File: src/rtl/imem_port_arbiter.sv
// Shares the instruction memory read port between fetch and debug requesters; `IMEM_ARB_ROUND_ROBIN_EN selects round-robin over fixed fetch priority.
// Latency: accept in cycle N, registered response valid in N+1; a held response blocks new grants until it handshakes.
module imem_port_arbiter #(
  parameter int          MEMORY_SIZE = 1024,
  parameter logic [31:0] ERR_WORD    = 32'h00000013
) (
  input  logic        clk,
  input  logic        reset,
  input  logic        f_req_valid,
  input  logic [31:0] f_req_addr,
  output logic        f_req_ready,
  output logic        f_resp_valid,
  output logic [31:0] f_resp_data,
  output logic        f_resp_err,
  input  logic        f_resp_ready,
  input  logic        d_req_valid,
  input  logic [31:0] d_req_addr,
  output logic        d_req_ready,
  output logic        d_resp_valid,
  output logic [31:0] d_resp_data,
  output logic        d_resp_err,
  input  logic        d_resp_ready,
  output logic [31:0] mem_read_address,
  input  logic [31:0] mem_instruction_in
);

  typedef enum logic [1:0] {IDLE, BUSY_F, BUSY_D} state_t;

  localparam logic [31:0] MEM_LIMIT = 32'(MEMORY_SIZE);

  state_t      state;
  logic        grant_f;
  logic        grant_d;
  logic        resp_hs;
  logic        port_free;
  logic        accept_f;
  logic        accept_d;
  logic        addr_err;
  logic [31:0] sel_addr;
  logic [31:0] load_word;

`ifdef IMEM_ARB_ROUND_ROBIN_EN
  logic last_f;

  // On contention the requester that did not win the previous acceptance goes first.
  always_comb begin
    grant_f = f_req_valid && (!d_req_valid || !last_f);
    grant_d = d_req_valid && !grant_f;
  end
`else
  always_comb begin
    grant_f = f_req_valid;
    grant_d = d_req_valid && !f_req_valid;
  end
`endif

  assign resp_hs   = (state == BUSY_F && f_resp_ready) || (state == BUSY_D && d_resp_ready);
  assign port_free = (state == IDLE) || resp_hs;
  assign accept_f  = grant_f && port_free && !reset;
  assign accept_d  = grant_d && port_free && !reset;

  assign f_req_ready = accept_f;
  assign d_req_ready = accept_d;

  assign sel_addr         = grant_f ? f_req_addr : (grant_d ? d_req_addr : 32'h0);
  assign mem_read_address = sel_addr;
  assign addr_err         = (sel_addr[1:0] != 2'b00) || (sel_addr >= MEM_LIMIT);
  assign load_word        = addr_err ? ERR_WORD : mem_instruction_in;

  always_ff @(posedge clk) begin
    if (reset) begin
      state        <= IDLE;
      f_resp_valid <= 1'b0;
      f_resp_data  <= 32'h0;
      f_resp_err   <= 1'b0;
      d_resp_valid <= 1'b0;
      d_resp_data  <= 32'h0;
      d_resp_err   <= 1'b0;
`ifdef IMEM_ARB_ROUND_ROBIN_EN
      last_f       <= 1'b0;
`endif
    end else if (accept_f || accept_d) begin
      // Non-owner response fields are forced to zero so only the owner sees data.
      state        <= accept_f ? BUSY_F : BUSY_D;
      f_resp_valid <= accept_f;
      f_resp_data  <= accept_f ? load_word : 32'h0;
      f_resp_err   <= accept_f && addr_err;
      d_resp_valid <= accept_d;
      d_resp_data  <= accept_d ? load_word : 32'h0;
      d_resp_err   <= accept_d && addr_err;
`ifdef IMEM_ARB_ROUND_ROBIN_EN
      last_f       <= accept_f;
`endif
    end else if (resp_hs) begin
      state        <= IDLE;
      f_resp_valid <= 1'b0;
      f_resp_data  <= 32'h0;
      f_resp_err   <= 1'b0;
      d_resp_valid <= 1'b0;
      d_resp_data  <= 32'h0;
      d_resp_err   <= 1'b0;
    end
  end

endmodule

File: config.mk
export PLATFORM = sky130hd
export DESIGN_NAME = imem_port_arbiter
export DESIGN_NICKNAME = d
export VERILOG_FILES = /design/src/rtl/imem_port_arbiter.sv
export SDC_FILE = /design/constraint.sdc
export NUM_CORES = 1
export LEC_CHECK = 0
export ABC_AREA = 0
export CORE_MARGIN = 1
export CORE_UTILIZATION = 36
export CTS_CLUSTER_DIAMETER = 100
export DETAILED_ROUTE_END_ITERATION = 6
export PLACE_DENSITY = 0.95
export SYNTH_ARGS = -nofsm -noshare
export SYNTH_HDL_FRONTEND = slang
export SYNTH_SLANG_ARGS = --single-unit
File: constraint.sdc
create_clock -name clk -period 3.4 [get_ports clk]
set_clock_uncertainty 0.1 [all_clocks]
set_input_delay 0.68 -clock clk [delete_from_list [all_inputs] [get_ports clk]]
set_output_delay 0.68 -clock clk [all_outputs]
set_load 0.02 [all_outputs]
## Word level (Yosys, flattened, before mapping)

Cells that the tools add are included.

- Output and inout port bits: 102
- Bits in registers: 70
- Logic and storage cells: 44

- Reductions and logical operators: 18
- Order comparisons: 1
- Equal/unequal tests: 2
- Mux-type cells: 16

Operator list:

| operator | count |
|---|---|
| 2-to-1 mux 32 bit | 8 |
| >= comparator 32 x 11 -> 1 bit (second input constant) | 1 |
| logical AND 1 bit | 9 |
| 2-to-1 mux 2 bit | 3 |
| 2-to-1 mux 1 bit | 5 |
| logical OR 1 bit | 4 |
| nonzero test 2 bit | 2 |
| == test 2 x 1 -> 1 bit (second input constant) | 1 |
| == test 2 bit (second input constant) | 1 |
| logical NOT 1 bit | 2 |
| logical NOT 2 bit | 1 |

## Depth between registers and ports, before layout

Gate-level depths: netlist (run 1).

- Depth in word-level cells: 9
- Depth in mapped cells: 8
- Gate-level depth less buffers: 5

## Worst setup path after synthesis (run 1)

Ideal clock, no wire load.

- Path type: input-to-output
- From: input port d_req_valid
- To: output port mem_read_address[0]
- Path buffers: 2
- Arrival time: 1.773 ns
- Stages on the path: 4
- Data required time: 2.620 ns
- Slack: 0.847 ns
- Cells stage by stage: clkbuf_1 -> buf_1 -> nand2_1 -> o21ai_0

- Cells in the longest elaborated chain, start to end: 3

RTL lines:

| what | line | text |
|---|---|---|
| start, declared | 16 | `input logic d_req_valid,` |
| logical AND 1 bit | 53 | `grant_d = d_req_valid && !f_req_valid;` |
| 2-to-1 mux 32 bit (2 in a row) | 65 | `assign sel_addr = grant_f ? f_req_addr : (grant_d ? d_req_addr : 32'h0);` |
| end, declared | 23 | `output logic [31:0] mem_read_address,` |

No other way between the ends.

## Worst setup path after layout (run 1)

- From: input port d_req_valid
- To: output port mem_read_address[13]

Same word-level chain as after synthesis.

==> impl_metrics.json, run 1 <==
{
  "outcome": "finished clean",
  "critPathKind": "in2out",
  "dp_hpwl_um": 7990,
  "cts_setup_buffers": 0,
  "start_util_pct": 37.5,
  "synth_seq_area_share_pct": 50.5,
  "drive_gt1_share_pct": 6.61,
  "post_cts_resized": 0,
  "nets": 596,
  "cts_tree": "yes",
  "avgSynthCellArea_um2": 9.30,
  "die_w_um": 89.1,
  "ioPinCount": 204,
  "worstMarginPinSlew_ps": 548,
  "synth_cell_type_count": 26,
  "cp.required_ps": 2620,
  "relSlewSlack_pct": 62.9,
  "clk_pin_slew_ps": 70,
  "grt_max_degree": 69,
  "clock.fmax_ghz": 0.317,
  "crit_path_max_incr_delay_ps": 610,
  "ir_worst_vdd_mv": 0.183,
  "viasPerCell": 5.40,
  "antenna_found_initial": 0,
  "cp_cell_sequence": "clkdlybuf4s50_1 -> nor2b_1 -> buf_4 -> a22o_1 -> clkdlybuf4s50_1",
  "routed_wl_um": 10400,
  "worstPathMaxFanout": 4,
  "netlist_instances": 294,
  "cap_violations": 0,
  "synthAdderAreaFrac_pct": 0,
  "clockRootBuffer": "clkbuf_8",
  "ys_warn_count": 0,
  "diodes": 0,
  "vias": 3229,
  "area_delta_synth_final_pct": 87.2,
  "cp_common_cell": "clkdlybuf4s50_1",
  "syn-num-nets": 396,
  "wl_per_cell_um": 17.3,
  "grt_usage_pct": 25.1,
  "die_area_mm2": 0.00795,
  "cp-start-kind": "input pin",
  "grt_overflow": 0,
  "synthXorXnorAreaFrac_pct": 0,
  "cts_max_level": 3,
  "drcViolationCount": 0,
  "gp_congestion": 0.951,
  "crit_slowest_cell": "clkdlybuf4s50_1",
  "holdBufCountCts": 0,
  "setup_viol": 0,
  "tns_ps": 0,
  "hold_class": "reg2reg",
  "ys_seq_elements": 69,
  "postRouteAntennaNets": 0,
  "end_kind": "primary output",
  "p_leak_nw": 1.95,
  "cts_buffers": 9,
  "synth_top_family_by_area": "compound AO/OA/AOI/OAI gates",
  "hold_viol_final": 0,
  "utilization_pct": 70.2,
  "power_density_mw_per_mm2": 368,
  "grt_pass1_wl_um": 15000,
  "portBuffers": 203,
  "period_needed_ps": 3150,
  "drv_slew": 0,
  "die_y_um": 89.1,
  "synth-compound-area-share_pct": 29.4,
  "worstSkewPairLatency_ps": 340,
  "grt_pass1_vias": 3121,
  "grt_setup_unrepaired": "no",
  "rows": 31,
  "synth.mux.area_fraction_pct": 0,
  "period_share_pct": 92.8,
  "netlist_area_mm2": 0.00273,
  "yosys.area_share.simple_pct": 15.1,
  "drt_iter0_markers": 52,
  "cts_sinks": 69,
  "arrival_ps": 2370,
  "drtPass1Iterations": 4,
  "core_area_mm2": 0.00729,
  "cts_max_path_buffers": 2
}
[kinds of logic after synthesis]
logic type / count (synthesis)
AO/OA/AOI/OAI: 106
buffers and inverters: 28
flip-flops: 69
AND/OR/NAND/NOR: 91
[Yosys cell counts]
| cell type | instances | area share (%) |
|---|---|---|
| o2bb2ai_1 | 1 | 0.32 |
| o21ai_0 | 35 | 6.4 |
| nor4_1 | 7 | 1.6 |
| dfxtp_1 | 69 | 51 |
| a22o_1 | 65 | 21 |
| clkbuf_1 | 12 | 1.6 |
| o31ai_1 | 1 | 0.27 |
| nand2_2 | 1 | 0.23 |
| buf_2 | 5 | 0.92 |
| nand3_1 | 2 | 0.37 |
| a221o_1 | 1 | 0.37 |
| buf_6 | 2 | 0.82 |
| nor4b_1 | 1 | 0.32 |
| or4_1 | 2 | 0.55 |
| a311oi_1 | 1 | 0.32 |
| nor3_2 | 2 | 0.73 |
| o41ai_2 | 1 | 0.60 |
| buf_4 | 2 | 0.55 |
| nand3b_1 | 2 | 0.55 |
| nor3_1 | 6 | 1.1 |
| or2_2 | 1 | 0.23 |
| a32oi_1 | 1 | 0.32 |
| nor2b_1 | 3 | 0.69 |
| nand2_1 | 64 | 8.8 |
| inv_1 | 4 | 0.55 |
| buf_1 | 3 | 0.41 |
[report_power, final]
group	switching [mW]	internal, mW
logic	0.187	0.214
clock network	0.313	0.341
registers	0.00954	0.822
[cell type report]
type                    instances  area (um^2)
flip-flops and latches         69         1380
fillers                       512         2170
clock buffers                   9          124
clock inverters                 7         73.8
repair buffers                213         2150
multi-input cells             197         1250
inverters                       4         15.0
well taps                      99          124
[worst paths after layout]
path | startpoint | endpoint | slack (ps) | cells past startpoint
setup / recovery | d_req_valid | mem_read_address[13] | 250 | 5
hold / removal | d_resp_valid$_SDFFE_PP0P_ | d_resp_valid$_SDFFE_PP0P_ | 370 | 2
setup reg to reg | state[0]$_SDFFE_PP0P_ | d_resp_data[29]$_SDFFE_PP0P_ | 1580 | 7
hold reg to reg | d_resp_valid$_SDFFE_PP0P_ | d_resp_valid$_SDFFE_PP0P_ | 370 | 2
[critical path: cells and delay by family]
family          cells  cell delay (ps)
simple gates        1              270
compound gates      1              120
buf+inv             3             1300
[per-stage QoR]
| stage | instances | cell area, um^2 | hold slack [ps] | setup slack (ps) | power (mW) |
|---|---|---|---|---|---|
| detailed placement | 582 | 4920 | 353 | 238 | 1.25 |
| global placement | 582 | 4920 | 333 | 287 | 1.24 |
| CTS | 598 | 5120 | 369 | 236 | 1.90 |
| floorplan | 294 | 2730 | 362 | 847 | 0.991 |
| global route | 598 | 5120 | 391 | 161 | 1.96 |
| finish | 598 | 5120 | 366 | 246 | 1.89 |
[placed cells by master, fill, tap and decap left out]
| cell type | Yosys | final |
|---|---|---|
| clkdlybuf4s50_1 | 0 | 202 |
| dfxtp_1 | 69 | 69 |
| a22o_1 | 65 | 65 |
| nand2_1 | 64 | 64 |
| o21ai_0 | 35 | 35 |
| clkbuf_8 | 0 | 9 |
| nor4_1 | 7 | 7 |
| nor3_1 | 6 | 6 |
| buf_4 | 2 | 6 |
| inv_1 | 4 | 4 |
| buf_12 | 0 | 4 |
| nor2b_1 | 3 | 3 |
| nand3b_1 | 2 | 2 |
| or4_1 | 2 | 2 |
| nand3_1 | 2 | 2 |
| nor3_4 | 0 | 2 |
| clkinv_4 | 0 | 2 |
| clkinv_2 | 0 | 2 |
| o2bb2ai_1 | 1 | 1 |
| a311oi_4 | 0 | 1 |
| o41ai_2 | 1 | 1 |
| nand2_2 | 1 | 1 |
| nor4b_1 | 1 | 1 |
| a32oi_1 | 1 | 1 |
| a221o_1 | 1 | 1 |
| o31ai_1 | 1 | 1 |
| or2_2 | 1 | 1 |
| inv_6 | 0 | 1 |
| clkinvlp_4 | 0 | 1 |
| bufinv_16 | 0 | 1 |
| buf_2 | 5 | 1 |
[flip-flops by register name, indices dropped and copies added (netlist names)]
signal / cells
f_resp_err: 1
d_resp_valid: 1
d_resp_err: 1
f_resp_data: 32
d_resp_data: 32
state: 2
[per-layer routing]
metal / track usage [%] / up-vias / part of all wire (%)
li1: - / 1487 / -
met1: 24.8 / 1522 / 35
met2: 45.8 / 187 / 51
met3: 8.86 / 33 / 9.6
met4: 14.0 / 0 / 3.8
met5: 0 / - / 0
(Power assumes the default switching activity.)
==> run 2, diff against run 1 <==
--- a/config.mk
+++ b/config.mk
@@ -10,6 +10,7 @@
 export CORE_UTILIZATION = 36
 export CTS_CLUSTER_DIAMETER = 100
 export DETAILED_ROUTE_END_ITERATION = 6
+export HOLD_SLACK_MARGIN = 0.05
 export PLACE_DENSITY = 0.95
 export SYNTH_ARGS = -nofsm -noshare
 export SYNTH_HDL_FRONTEND = slang
==> results of run 2 <==
Final layout, timing and power as in run 1 (identical DEF).
